[src/rtl/exec_sequencer.sv]
// Multi-cycle fetch/execute/memory/writeback sequencer with watchdog and sticky halt.
// Optional perf counters (cycle_cnt, instret_cnt) are built when SEQ_PERF_CNT_EN is defined.
module exec_sequencer #(
  parameter int TIMEOUT_W = 8,
  parameter int CNT_W     = 64
) (
  input  logic             clk,
  input  logic             rst_n,
  output logic             imem_req_valid,
  input  logic             imem_req_ready,
  input  logic             imem_resp_valid,
  output logic             imem_resp_ready,
  output logic             inst_we,
  input  logic             dec_wen,
  input  logic             dec_load,
  input  logic             dec_store,
  input  logic             dec_halt,
  input  logic             dec_illegal,
  output logic             dmem_req_valid,
  input  logic             dmem_req_ready,
  input  logic             dmem_resp_valid,
  output logic             dmem_resp_ready,
  output logic             rf_wen,
  output logic             pc_we,
  output logic             halted,
`ifdef SEQ_PERF_CNT_EN
  output logic [CNT_W-1:0] cycle_cnt,
  output logic [CNT_W-1:0] instret_cnt,
`endif
  output logic             halt_code
);

  typedef enum logic [2:0] {
    S_IDLE     = 3'd0,
    S_IF_REQ   = 3'd1,
    S_IF_WAIT  = 3'd2,
    S_EX       = 3'd3,
    S_MEM_REQ  = 3'd4,
    S_MEM_WAIT = 3'd5,
    S_WB       = 3'd6,
    S_HALT     = 3'd7
  } state_t;

  // Last count before the watchdog would reach 2**TIMEOUT_W-1.
  localparam logic [TIMEOUT_W-1:0] WDOG_LAST = {{(TIMEOUT_W-1){1'b1}}, 1'b0};
  localparam logic [TIMEOUT_W-1:0] WDOG_ONE  = {{(TIMEOUT_W-1){1'b0}}, 1'b1};

  state_t               state_r;
  state_t               next_state_s;
  logic                 abort_s;
  logic                 stall_state_s;
  logic [TIMEOUT_W-1:0] wdog_r;
  logic                 halt_code_r;
  logic                 imem_req_valid_r;
  logic                 imem_resp_ready_r;
  logic                 dmem_req_valid_r;
  logic                 dmem_resp_ready_r;
  logic                 pc_we_r;
  logic                 halted_r;

  // State register.
  always_ff @(posedge clk or negedge rst_n) begin
    if (!rst_n) begin
      state_r <= S_IDLE;
    end else begin
      state_r <= next_state_s;
    end
  end

  // Next-state decode; a completing handshake takes priority over the watchdog.
  always_comb begin
    next_state_s  = state_r;
    abort_s       = 1'b0;
    stall_state_s = 1'b0;
    case (state_r)
      S_IDLE: begin
        next_state_s = S_IF_REQ;
      end
      S_IF_REQ: begin
        stall_state_s = 1'b1;
        if (imem_req_ready) begin
          next_state_s = S_IF_WAIT;
        end else if (wdog_r == WDOG_LAST) begin
          next_state_s = S_HALT;
          abort_s      = 1'b1;
        end else begin
          next_state_s = S_IF_REQ;
        end
      end
      S_IF_WAIT: begin
        stall_state_s = 1'b1;
        if (imem_resp_valid) begin
          next_state_s = S_EX;
        end else if (wdog_r == WDOG_LAST) begin
          next_state_s = S_HALT;
          abort_s      = 1'b1;
        end else begin
          next_state_s = S_IF_WAIT;
        end
      end
      S_EX: begin
        if (dec_illegal || (dec_load && dec_store)) begin
          next_state_s = S_HALT;
          abort_s      = 1'b1;
        end else if (dec_halt) begin
          next_state_s = S_HALT;
        end else if (dec_load || dec_store) begin
          next_state_s = S_MEM_REQ;
        end else begin
          next_state_s = S_WB;
        end
      end
      S_MEM_REQ: begin
        stall_state_s = 1'b1;
        if (dmem_req_ready) begin
          next_state_s = S_MEM_WAIT;
        end else if (wdog_r == WDOG_LAST) begin
          next_state_s = S_HALT;
          abort_s      = 1'b1;
        end else begin
          next_state_s = S_MEM_REQ;
        end
      end
      S_MEM_WAIT: begin
        stall_state_s = 1'b1;
        if (dmem_resp_valid) begin
          next_state_s = S_WB;
        end else if (wdog_r == WDOG_LAST) begin
          next_state_s = S_HALT;
          abort_s      = 1'b1;
        end else begin
          next_state_s = S_MEM_WAIT;
        end
      end
      S_WB: begin
        next_state_s = S_IF_REQ;
      end
      S_HALT: begin
        next_state_s = S_HALT;
      end
      default: begin
        next_state_s = S_IDLE;
      end
    endcase
  end

  // Watchdog: restarts on every state change, counts only while waiting on memory.
  always_ff @(posedge clk or negedge rst_n) begin
    if (!rst_n) begin
      wdog_r <= {TIMEOUT_W{1'b0}};
    end else if ((next_state_s != state_r) || !stall_state_s) begin
      wdog_r <= {TIMEOUT_W{1'b0}};
    end else begin
      wdog_r <= wdog_r + WDOG_ONE;
    end
  end

  // Halt cause is captured once, on entry to HALT, and held until reset.
  always_ff @(posedge clk or negedge rst_n) begin
    if (!rst_n) begin
      halt_code_r <= 1'b0;
    end else if ((state_r != S_HALT) && (next_state_s == S_HALT)) begin
      halt_code_r <= abort_s;
    end else begin
      halt_code_r <= halt_code_r;
    end
  end

  // Moore outputs registered from the next state so they line up with state_r.
  always_ff @(posedge clk or negedge rst_n) begin
    if (!rst_n) begin
      imem_req_valid_r  <= 1'b0;
      imem_resp_ready_r <= 1'b0;
      dmem_req_valid_r  <= 1'b0;
      dmem_resp_ready_r <= 1'b0;
      pc_we_r           <= 1'b0;
      halted_r          <= 1'b0;
    end else begin
      imem_req_valid_r  <= (next_state_s == S_IF_REQ);
      imem_resp_ready_r <= (next_state_s == S_IF_WAIT);
      dmem_req_valid_r  <= (next_state_s == S_MEM_REQ);
      dmem_resp_ready_r <= (next_state_s == S_MEM_WAIT);
      pc_we_r           <= (next_state_s == S_WB);
      halted_r          <= (next_state_s == S_HALT);
    end
  end

  assign imem_req_valid  = imem_req_valid_r;
  assign imem_resp_ready = imem_resp_ready_r;
  assign dmem_req_valid  = dmem_req_valid_r;
  assign dmem_resp_ready = dmem_resp_ready_r;
  assign pc_we           = pc_we_r;
  assign halted          = halted_r;
  assign halt_code       = halt_code_r;
  assign inst_we         = (state_r == S_IF_WAIT) && imem_resp_valid;
  // Stores never write rd even if the decoder reports dec_wen.
  assign rf_wen          = (state_r == S_WB) && dec_wen && !dec_store;

`ifdef SEQ_PERF_CNT_EN
  localparam logic [CNT_W-1:0] CNT_ONE = {{(CNT_W-1){1'b0}}, 1'b1};

  logic [CNT_W-1:0] cycle_cnt_r;
  logic [CNT_W-1:0] instret_cnt_r;

  // Free-running perf counters, wrapping naturally; cycle count freezes in HALT.
  always_ff @(posedge clk or negedge rst_n) begin
    if (!rst_n) begin
      cycle_cnt_r   <= {CNT_W{1'b0}};
      instret_cnt_r <= {CNT_W{1'b0}};
    end else begin
      if (state_r != S_HALT) begin
        cycle_cnt_r <= cycle_cnt_r + CNT_ONE;
      end else begin
        cycle_cnt_r <= cycle_cnt_r;
      end
      if (state_r == S_WB) begin
        instret_cnt_r <= instret_cnt_r + CNT_ONE;
      end else begin
        instret_cnt_r <= instret_cnt_r;
      end
    end
  end

  assign cycle_cnt   = cycle_cnt_r;
  assign instret_cnt = instret_cnt_r;
`endif

endmodule

[config.mk]
export PLATFORM = sky130hd
export DESIGN_NAME = exec_sequencer
export DESIGN_NICKNAME = d
export VERILOG_FILES = /design/src/rtl/exec_sequencer.sv
export SDC_FILE = /design/constraint.sdc
export NUM_CORES = 1
export LEC_CHECK = 0
export ABC_AREA = 1
export CAP_MARGIN = 20
export CORE_MARGIN = 5
export CORE_UTILIZATION = 40
export DETAILED_ROUTE_END_ITERATION = 16
export DONT_BUFFER_PORTS = 1
export GPL_TIMING_DRIVEN = 0
export PLACE_DENSITY = 0.58
export SETUP_SLACK_MARGIN = 0.05
export SLEW_MARGIN = 20
export SYNTH_ARGS = -nofsm -noshare
export SYNTH_HDL_FRONTEND = slang
export SYNTH_SLANG_ARGS = --single-unit
export TNS_END_PERCENT = 10
[constraint.sdc]
create_clock -name clk -period 1.4 [get_ports clk]
set_input_delay 0.28 -clock clk [delete_from_list [all_inputs] [get_ports clk]]
set_output_delay 0.28 -clock clk [all_outputs]
set_load 0.1 [all_outputs]
**After elaboration in Yosys (flattened, before gate mapping)**

Cells that the tools add are included.

- Latch bits: 0
- Bits in read-only memories: 0
- Bits in writable memories: 0
- Output and inout port bits: 9
- Word-level logic and storage cells: 60
- Bits in registers: 18
- Memories kept: 0

- Equality and inequality tests: 16
- Mux-type cells: 21
- Bitwise operators: 0
- $mul: 0
- Order comparisons: 0
- Add/subtract/negate cells: 1
- Div/mod/pow operators: 0
- Reductions and logical operators: 13
- Shift operators: 0

Operator list:

| kind | number |
|---|---|
| 3-bit == test, second input constant | 8 |
| 3-bit case mux with 7 select lines | 1 |
| 2-bit 2-to-1 mux | 7 |
| 3-bit 2-to-1 mux | 4 |
| 3-bit by 2-bit == test with 1-bit output, second input constant | 3 |
| 8-bit by 1-bit adder with 8-bit output, second input constant | 1 |
| 8-bit == test, second input constant | 1 |
| 8-bit 2-to-1 mux | 1 |
| 1-bit 2-to-1 mux | 7 |
| 3-bit by 1-bit == test with 1-bit output, second input constant | 2 |
| 1-bit logical AND | 5 |
| 1-bit case mux with 5 select lines | 1 |
| 4-bit OR reduction | 1 |
| 3-bit zero test | 1 |
| 1-bit logical OR | 3 |
| 3-bit inequality test | 1 |
| 3-bit inequality test, second input constant | 1 |
| 1-bit zero test | 2 |
| 2-bit OR reduction | 1 |

**Longest topological paths before layout**

Gate-level depths: netlist of run 1.

- Depth after elaboration: 8
- Gate-level depth with buffers: 13
- Mapped depth without buffers: 13

**Least setup slack after synthesis of run 1**

No wires, ideal clock.

- Path type: flip-flop to output port
- Start: register state_r[0]
- End: output port rf_wen
- Buffers on the path: 1
- Arrival time: 1943 ps
- Cell stages (with the launch flop): 5
- Required time: 1120 ps
- Slack: -823 ps
- Path through: dfrtp_1 buf_6 nor2_4 nand3_1 nor2_1

- Longest elaborated chain between the ends: 3

Ends and longest elaborated chain:

| what | line | RTL |
|---|---|---|
| from (decl) | 48 | `state_t state_r;` |
| from (signal assigned) | 66 | `state_r <= next_state_s;` |
| 3-bit == test | 197 | `assign rf_wen = (state_r == S_WB) && dec_wen && !dec_store;` |
| 1-bit logical AND (2 in a row) | 197 |  |
| to (decl) | 23 | `output logic rf_wen,` |

Every way passes these cells.

**Worst setup path after layout of run 1**

- Start: register state_r[1]
- End: register wdog_r[7]

- Longest elaborated chain between the ends: 6
- Elaborated cells between the ends (all ways): 16

Ends and longest elaborated chain:

| what | line | RTL |
|---|---|---|
| 3-bit == test (tied with other cells) | 75 | `case (state_r)` |
| 2-bit OR reduction (no source line) / 4-bit OR reduction (equally long branches) | -- |  |
| 3-bit case mux with 7 select lines / 1-bit 2-to-1 mux (equally long branches) | 75 |  |
| 3-bit inequality test / 1-bit zero test (equally long branches) | 151 | `end else if ((next_state_s != state_r) \|\| !stall_state_s) begin` |
| 1-bit logical OR * | 151 |  |
| 8-bit 2-to-1 mux * | 151 |  |
| to (signal assigned) | 150 | `wdog_r <= {TIMEOUT_W{1'b0}};` |
| to (signal assigned) | 152 | `wdog_r <= {TIMEOUT_W{1'b0}};` |
| to (signal assigned) | 154 | `wdog_r <= wdog_r + WDOG_ONE;` |
| to (decl) | 52 | `logic [TIMEOUT_W-1:0] wdog_r;` |

Every way passes the cells marked *; elsewhere a longest branch is shown, timed or not.
A chain may end at the register's enable or synchronous reset.

==> flow_summary.toml, run 1 <==
[outcome]
status = "finished, violations left"
violations = "setup timing"

[yosys]
synthCells = 133
ys.warnings.count = 0
synth_fa_ha_area_share_pct = 2.28
synth_cell_types = 26
syn_nets = 146
async_flop_share_pct = 100
synth_edf_count = 0
synth_seq_area_share_pct = 41.0
synth_area_per_cell_sq_um = 8.27
netlist_top_cells_area = "dfrtp_1 (41%), nand2_1 (9.2%), nor2_1 (7.5%)"
synth_top_area_cell = "dfrtp_1"
synthMuxAreaShare_pct = 0
yosys_most_used_dff = "dfrtp_1"
synth_seq_cells = 18
synth_compound_area_share_pct = 0.910
synth_top_family_by_area = "simple AND/OR/NAND/NOR gates"
yosys.area_share.simple_pct = 42.2
synth-xor-area-share_pct = 5.57
syn_area_sq_um = 1100
synth_top_area_share_pct = 41.0

[finish]
num_antenna_cells = 0
final_nets = 157
layout-drive-gt1-share_pct = 37.1
areaGrowthSynthToFinish_pct = 18.2
final_common_cell = "nand2_1"
fill_cells = 260
final_cell_mix = "nand2_1 (23), nor2_1 (19), inv_1 (11), dfrtp_1 (11), nand3_1 (10)"

[clock_tree]
clk_path_buf_depth = 2
h-tree-depth = 1
cts_sinks = 18
cts_tree = "yes"
clk_pin_slew_ps = 100
clockRootBuffer = "clkbuf_4"
cts_buffers = 3
clock_latency_ps = 300

[place]
io_buffer_count = 0
dp_hpwl_um = 1560
gp_congestion = 0.830

[sta]
hold_viol = 0
max_freq_mhz = 539
tightest_slew_ps = 793
relSlewSlack_pct = 46.9
tns_ps = -7380
fin_skew_ps = 8.63
rsz0062_at_grt = "yes"
setup_viol = 20
drv_slew = 0
period_share_pct = 133
min_period_ps = 1860
setup_ws_ps = -455

[detailed_routing]
first_pass_iters = 4
viasPerCell = 5.02
drc = 0
wirelength_um = 2160
wire_per_inst_um = 12.4
dr_total_vias = 874
ant_nets = 0
first_iter_violations = 12

[setup_path]
worst_setup_path_end_kind = "register"
path_cells = "buf_6, inv_6, nor2_4, nand2_4, nor2_4, nor2_2, nand3_2, nand2_4, nand2_2, nand2_2, nand3_4, nor2_1"
worst_ep_required_time_ps = 1600
worst_r2r_endpoint = "wdog_r[7]"
critPathMaxStageDelay_ps = 500
crit_fanout = 8
crit_type = "reg -> reg"
rr_startpoint = "state_r[1]"
reg2reg_setup_slack_ps = -460
cp-start-kind = "register"
critical-path-slowest-cell = "nor2_4"
r2r_cells = 12
arrival_ps = 2050

[pwr]
power_density_nw_per_um2 = 2670
p_leak_nw = 0.603
ir_drop_mv = 1.69
finalPower_w = 0.00347

[global_route]
track_usage_pct = 11.9
grt_pass1_wl_um = 3860
grt_max_degree = 19
antenna_found_initial = 0
grt-ovfl-total = 0
grt_pass1_vias = 880

[floorplanning]
num_io_pins = 20
core-area_sq_um = 2690
die_y_um = 62.4
num_rows = 19
die_w_um = 62.4
start_util_pct = 40.9
dieArea_sq_um = 3900

[run]
drv_cap = 0

[min_path]
min_path_type = "in -> reg"
holdPathEnd = "halt_code"
hp-start = "dec_illegal"
min_path_cells = 6
flip-flops by register name, summed over array words and instances (netlist names):
| name | cells |
|---|---|
| dmem_req_valid | 1 |
| dmem_resp_ready | 1 |
| halt_code | 1 |
| halted | 1 |
| imem_req_valid | 1 |
| imem_resp_ready | 1 |
| pc_we | 1 |
| state_r | 3 |
| wdog_r | 8 |
layer usage:
layer	up-vias	global-route usage, %	part of all wire (%)	routed length (um)
met5	-	0	0	0
met4	0	3.18	0.79	17
met3	2	4.32	6.9	150
met2	24	20.6	53	1150
met1	411	13.9	39	836
li1	437	-	-	-
how the worst max path moves through the flow:
stage / slack [ps] / startpoint / endpoint
6_report: -460 / state_r[1] / wdog_r[7]
5_1_grt: -570 / state_r[1] / wdog_r[0]
4_1_cts: -450 / state_r[1] / wdog_r[1]
3_5_place_dp: -550 / state_r[0] / wdog_r[2]
3_3_place_gp: -520 / state_r[0] / wdog_r[2]
2_1_floorplan: -420 / state_r[0] / halt_code
critical path: cells and delay by family (launching register included):
family	cells	cell delay [ps]
DFF	1	350
buffers and inverters	2	140
and+or+nand+nor	10	1270
power by group:
part / switching, W / leakage (nW) / total [W] / internal [W]
Sequential: 0.000513 / 0.228 / 0.00117 / 0.000659
Combinational: 0.00120 / 0.354 / 0.00198 / 0.000776
Clock: 0.000159 / 0.0210 / 0.000318 / 0.000159
metrics by stage:
step           hold WS (ps)  instances  util (%)  area (sq um)  worst slack [ps]
6_report                296        174      48.4          1300              -455
5_1_grt                 315        174      48.4          1300              -571
4_1_cts                 293        174      47.1          1270              -446
3_5_place_dp          -15.1        164      42.5          1140              -548
3_3_place_gp          -15.0        164      42.5          1140              -524
2_1_floorplan         -15.6        133         -          1100              -416
synthesized netlist by cell type, types with 2 or more instances:
cell     number
nand2_2       4
nor3_2        2
ha_1          2
nor3_1        3
nand3_1      11
buf_6         2
nor2_4        3
nor2_1       22
nand3_2       3
nor2_2        3
nand2_1      27
dfrtp_1      18
xor2_1        5
inv_1        13
nand2_4       3
xnor2_1       2
area by class of cell:
type / count / area, sq um / share of cell area (%)
Inverter: 15 / 63.8 / 4.91
Multi-Input combinational cell: 97 / 612 / 47.1
Buffer: 3 / 30.0 / 2.31
Tap cell: 31 / 38.8 / 2.98
Clock buffer: 4 / 36.3 / 2.79
Sequential cell: 18 / 459 / 35.3
Timing Repair Buffer: 6 / 60.1 / 4.62
cells by family (layout without fill, tap and decap cells):
kind of cell / after synthesis / in the layout
AND/OR/NAND/NOR: 86 / 86
flip-flops: 18 / 18
buffers and inverters: 18 / 28
XOR/XNOR: 7 / 7
adder cells (fa/ha/maj): 2 / 2
AO/OA/AOI/OAI: 2 / 2
timing repair:
action / CTS / global route
hold buffers: 1 / 0
gates resized for setup: 14 / 9
pin swaps: 8 / 2
hold endpoints to repair: 18 / 0
buffers inserted: 5 / 0
endpoints found under the setup margin: 27 / 22
No activity file was read; power rests on OpenSTA's default activity.
==> run 2, diff against run 1 <==
Settings changed: ABC_AREA 1 to unset.
==> run 2 against run 1 <==
The run still ends with setup timing left. Combinational power fell by 22%. Sequential share of layout area down 0.61 points. Design area rose by 2.0%. Non-clock buffer count stayed put. Sequential power up 10%. Clock skew decreased by 7.7 ps. Die area decreased by 1.7%.
==> flow_summary.toml, run 2 <==
[clock_tree]
clk_pin_slew_ps = 100
clk_path_buf_depth = 2
clockRootBuffer = "clkbuf_4"
h-tree-depth = 1
cts_tree = "yes"
clock_latency_ps = 280
cts_sinks = 18
cts_buffers = 3

[yosys]
synth.most_common_cell = "dfrtp_1"
synth_top_family_by_area = "simple AND/OR/NAND/NOR gates"
synth_top_area_cell = "dfrtp_1"
synth_seq_cells = 18
synth-xor-area-share_pct = 5.69
synthCells = 109
yosys_most_used_dff = "dfrtp_1"
syn_area_sq_um = 1080
ys.warnings.count = 0
synth_top_area_share_pct = 41.8
synth_edf_count = 0
synthMuxAreaShare_pct = 0
synth_compound_area_share_pct = 18.5
async_flop_share_pct = 100
synth_seq_area_share_pct = 41.8
synth_commonest_cells = "dfrtp_1 (18), nor2_1 (14), nand2_1 (8), inv_1 (6)"
yosys.area_share.simple_pct = 26.8
netlist_top_cells_area = "dfrtp_1 (42%), nor2_1 (4.9%), xnor2_1 (3.3%)"
synth_cell_types = 43
synth_fa_ha_area_share_pct = 3.25
syn_nets = 122
synth_area_per_cell_sq_um = 9.88

[detailed_routing]
first_iter_violations = 14
wirelength_um = 2220
drc = 0
dr_total_vias = 827
wire_per_inst_um = 14.9
viasPerCell = 5.55
ant_nets = 0
first_pass_iters = 4

[sta]
relSlewSlack_pct = 48.9
setup_viol = 20
rsz0062_at_grt = "yes"
tightest_slew_ps = 764
drv_slew = 0
max_freq_mhz = 562
fin_skew_ps = 0.881
period_share_pct = 127
hold_viol = 0
setup_ws_ps = -381
min_period_ps = 1780

[finish]
largest_register_ffs = 8
final_nets = 133
num_antenna_cells = 0
layout-drive-gt1-share_pct = 34.5
top_register = "wdog_r"
areaGrowthSynthToFinish_pct = 23.1
fill_cells = 239
reg.largest.list = "wdog_r x8, state_r x3"
final_cell_mix = "nor2_1 (14), dfrtp_1 (10), dfrtp_2 (8)"
fin_util_pct = 52.6
final_common_cell = "nor2_1"

[global_route]
grt_pass1_wl_um = 3730
track_usage_pct = 13.2
antenna_found_initial = 0
grt_max_degree = 19
grt_pass1_vias = 837
grt-ovfl-total = 0

[setup_path]
cp-start-kind = "register"
worst_setup_path_end_kind = "register"
crit_fanout = 5
cp-startpoint = "state_r[2]"
worst_ep_required_time_ps = 1600
arrival_ps = 1990
crit_type = "reg -> reg"
rr_startpoint = "state_r[2]"

[place]
gp_congestion = 0.751
io_buffer_count = 0
dp_hpwl_um = 1710

[outcome]
status = "finished, violations left"
violations = "setup timing"

[run]
drv_cap = 0

[pwr]
power_density_nw_per_um2 = 2370
ir_drop_mv = 1.89
finalPower_w = 0.00314
p_leak_nw = 0.535

[min_path]
hp-start = "imem_req_ready"
min_path_type = "in -> reg"

[floorplanning]
start_util_pct = 42.7
core-area_sq_um = 2520
num_rows = 18
num_io_pins = 20
die_w_um = 61.9
dieArea_sq_um = 3830
die_y_um = 61.9
-- run 2: cell count changes in the layout (fill, tap and decap cells not counted), sizes merged, moves of 2 or more --
cell	previous run	this run
a21oi	1	5
and3	0	3
and4	0	2
inv	15	6
nand2	34	8
nand2b	0	5
nand3	15	5
nor2	28	14
nor2b	0	3
nor3	5	2
nor4b	0	2
o22ai	0	2
xnor2	2	4
xor2	5	3
-- run 2: metal layers --
metal | wire length, um | share of wire [%] | global-route usage [%]
met2 | 1030 | 46 | 21.7
met5 | 0 | 0 | 0
met4 | 13 | 0.59 | 3.64
met3 | 175 | 7.9 | 4.13
met1 | 1000 | 45 | 16.9
-- run 2: logic make-up after synthesis --
logic type	Yosys count
buf+inv	9
flops	18
fa+ha+maj	3
compound gates	21
simple gates	51
xor+xnor	7
-- run 2: area by class of cell --
class                   instances  area [sq um]  area share (%)
well taps                      30          37.5            2.83
flip-flops and latches         18           460            34.7
multi-input cells              82           666            50.2
repair buffers                  6          67.6            5.09
inverters                       6          22.5            1.70
plain buffers                   3          36.3            2.74
clock buffers                   4          36.3            2.74
-- run 2: repair_timing --
action                                  4_1_cts  5_1_grt
gates resized for setup                      15        8
buffers inserted                              2        2
endpoints found under the setup margin       27       21
pin swaps                                     9        3
hold endpoints to repair                     18        0
hold buffers                                  1        0
-- run 2: power breakdown --
part | internal (W) | switching, W | total [W] | leakage (nW)
clock network | 0.000158 | 0.000149 | 0.000308 | 0.0210
logic | 0.000749 | 0.000796 | 0.00154 | 0.288
registers | 0.000665 | 0.000627 | 0.00129 | 0.226
total | 0.00157 | 0.00157 | 0.00314 | 0.535
-- run 2: worst max-delay path: stages (launching register included) --
cell,delay [ps]
dfrtp_2,450
nand3b_1,170
or4_1,480
a32o_2,290
and3_4,190
o221ai_2,140
-- run 2: stage by stage --
step	hold WS, ps	TNS (ps)	instance area (sq um)	std cells	worst slack, ps
after floorplan	-15.6	-5480	1100	109	-512
after global placement	-15.2	-8520	1140	139	-599
after global routing	302	-7420	1330	149	-476
final	306	-5700	1330	149	-381
after detailed placement	-15.2	-7930	1160	140	-586
after CTS	300	-6690	1280	147	-416
-- run 2: worst paths after layout --
kind / slack [ps] / cells after the start / endpoint
min reg2reg: 510 / 1 / wdog_r[0]
max in group asynchronous: 370 / 1 / pc_we
min: 310 / 2 / state_r[1]
min in group asynchronous: 500 / 1 / wdog_r[1]
max: -380 / 5 / halt_code
max reg2reg: -380 / 5 / halt_code
==> run 3, diff against run 2 <==
Settings changed: CORE_ASPECT_RATIO set to 0.75.
==> run 3 against run 2 <==
The flow still finishes with violations (setup timing). Non-clock buffer count increased by 3. Setup slack worse by 14 ps. Fmax shrank 0.77%. Sequential power barely moved. Critical path depth stayed put. Critical path type unchanged. Largest cell class unchanged. Largest power group unchanged.
==> flow_summary.toml, run 3 (synthesized netlist as in run 2, its figures left out) <==
[global_route]
grt-ovfl-total = 0
antenna_found_initial = 0
grt_pass1_vias = 827
track_usage_pct = 13.7
grt_pass1_wl_um = 3930
grt_max_degree = 19

[sta]
rsz0062_at_grt = "yes"
setup_viol = 19
period_share_pct = 128
drv_slew = 0
setup_ws_ps = -395
relSlewSlack_pct = 46.2
fin_skew_ps = 12.6
min_period_ps = 1790
tightest_slew_ps = 804
max_freq_mhz = 557
hold_viol = 0

[setup_path]
arrival_ps = 2000
crit_type = "reg -> reg"
crit_fanout = 6
cp-start-kind = "register"
reg2reg_setup_slack_ps = -390
worst_ep_required_time_ps = 1600
worst_setup_path_end_kind = "register"

[finish]
stdcell_area_sq_um = 1370
areaGrowthSynthToFinish_pct = 26.8
num_antenna_cells = 0
top_register = "wdog_r"
layout-drive-gt1-share_pct = 37.7
largest_register_ffs = 8
final_cell_mix = "nor2_1 (14), dfrtp_1 (11), dfrtp_2 (7), buf_4 (7), nand2_1 (6)"
final_common_cell = "nor2_1"
fin_util_pct = 52.5
final_nets = 136
reg.largest.list = "wdog_r x8, state_r x3"

[clock_tree]
clockRootBuffer = "clkbuf_4"
cts_sinks = 18
cts_tree = "yes"
clock_latency_ps = 290
clk_pin_slew_ps = 90
cts_buffers = 3
h-tree-depth = 1
clk_path_buf_depth = 2

[pwr]
power_density_nw_per_um2 = 2360
ir_drop_mv = 1.61
p_leak_nw = 0.553

[place]
io_buffer_count = 0
gp_congestion = 0.825
placed_area_sq_um = 1160
preCtsSetupSlack_ps = -634
dp_hpwl_um = 1840

[floorplanning]
die_w_um = 69.9
dieArea_sq_um = 3840
start_util_pct = 41.4
num_rows = 16
die_y_um = 54.9
num_io_pins = 20
core-area_sq_um = 2600

[detailed_routing]
first_iter_violations = 50
drc = 0
first_pass_iters = 4
wirelength_um = 2610
dr_total_vias = 864
viasPerCell = 5.47
ant_nets = 0
wire_per_inst_um = 16.5

[min_path]
min_path_type = "in -> reg"

[outcome]
status = "finished, violations left"
violations = "setup timing"

[run]
drv_cap = 0
[run 3: cell count changes in the layout (fill, tap and decap cells not counted), sizes merged]
cell  before  now
buf        7   10
[run 3: worst max-delay path, stage by stage (launching register included)]
cell and delay, ps:
dfrtp_1 440, nand3b_1 190, or4_1 470, a32o_2 280
and3_4 190, o221ai_2 140
[run 3: per-stage QoR]
step	power (W)	TNS, ps	std cells	hold slack, ps
floorplan	0.00229	-5480	109	-15.6
global placement	0.00251	-8520	145	-15.1
detailed placement	0.00254	-8440	146	-14.9
CTS	0.00306	-6910	155	305
global route	0.00342	-7410	158	309
finish	0.00322	-5870	158	313
[run 3: what timing repair did]
action,in CTS,in global routing
setup endpoints to repair,27,20
setup buffers,4,3
gates resized for setup,12,15
hold endpoints to repair,18,0
hold buffers,1,0
pin swaps,5,7
[run 3: final cells by class]
| cell class | instances | area [sq um] |
|---|---|---|
| Inverter | 6 | 22.5 |
| Timing Repair Buffer | 9 | 77.6 |
| Fill cell | 244 | 1240 |
| Clock buffer | 4 | 36.3 |
| Tap cell | 36 | 45.0 |
| Sequential cell | 18 | 459 |
| Multi-Input combinational cell | 82 | 689 |
| Buffer | 3 | 36.3 |
[run 3: path summary, 6_finish.rpt]
path,startpoint,cells past startpoint,end
min in group asynchronous,rst_n,1,wdog_r[4]
hold reg to reg,wdog_r[0],1,wdog_r[0]
setup reg to reg,state_r[2],5,halt_code
max in group asynchronous,rst_n,1,imem_resp_ready
hold / removal,imem_req_ready,2,state_r[1]
setup / recovery,state_r[2],5,halt_code
[run 3: metal layers]
metal	vias to the layer above	track usage, %	routed length [um]
met3	2	6.68	213
met1	426	18.2	1160
li1	414	-	-
met5	-	0	0
met2	22	20.7	1220
met4	0	1.91	12
[run 3: where the power goes]
group          internal (W)  switching (W)
combinational      0.000754       0.000857
clock              0.000158       0.000160
sequential         0.000662       0.000631
total               0.00157        0.00165
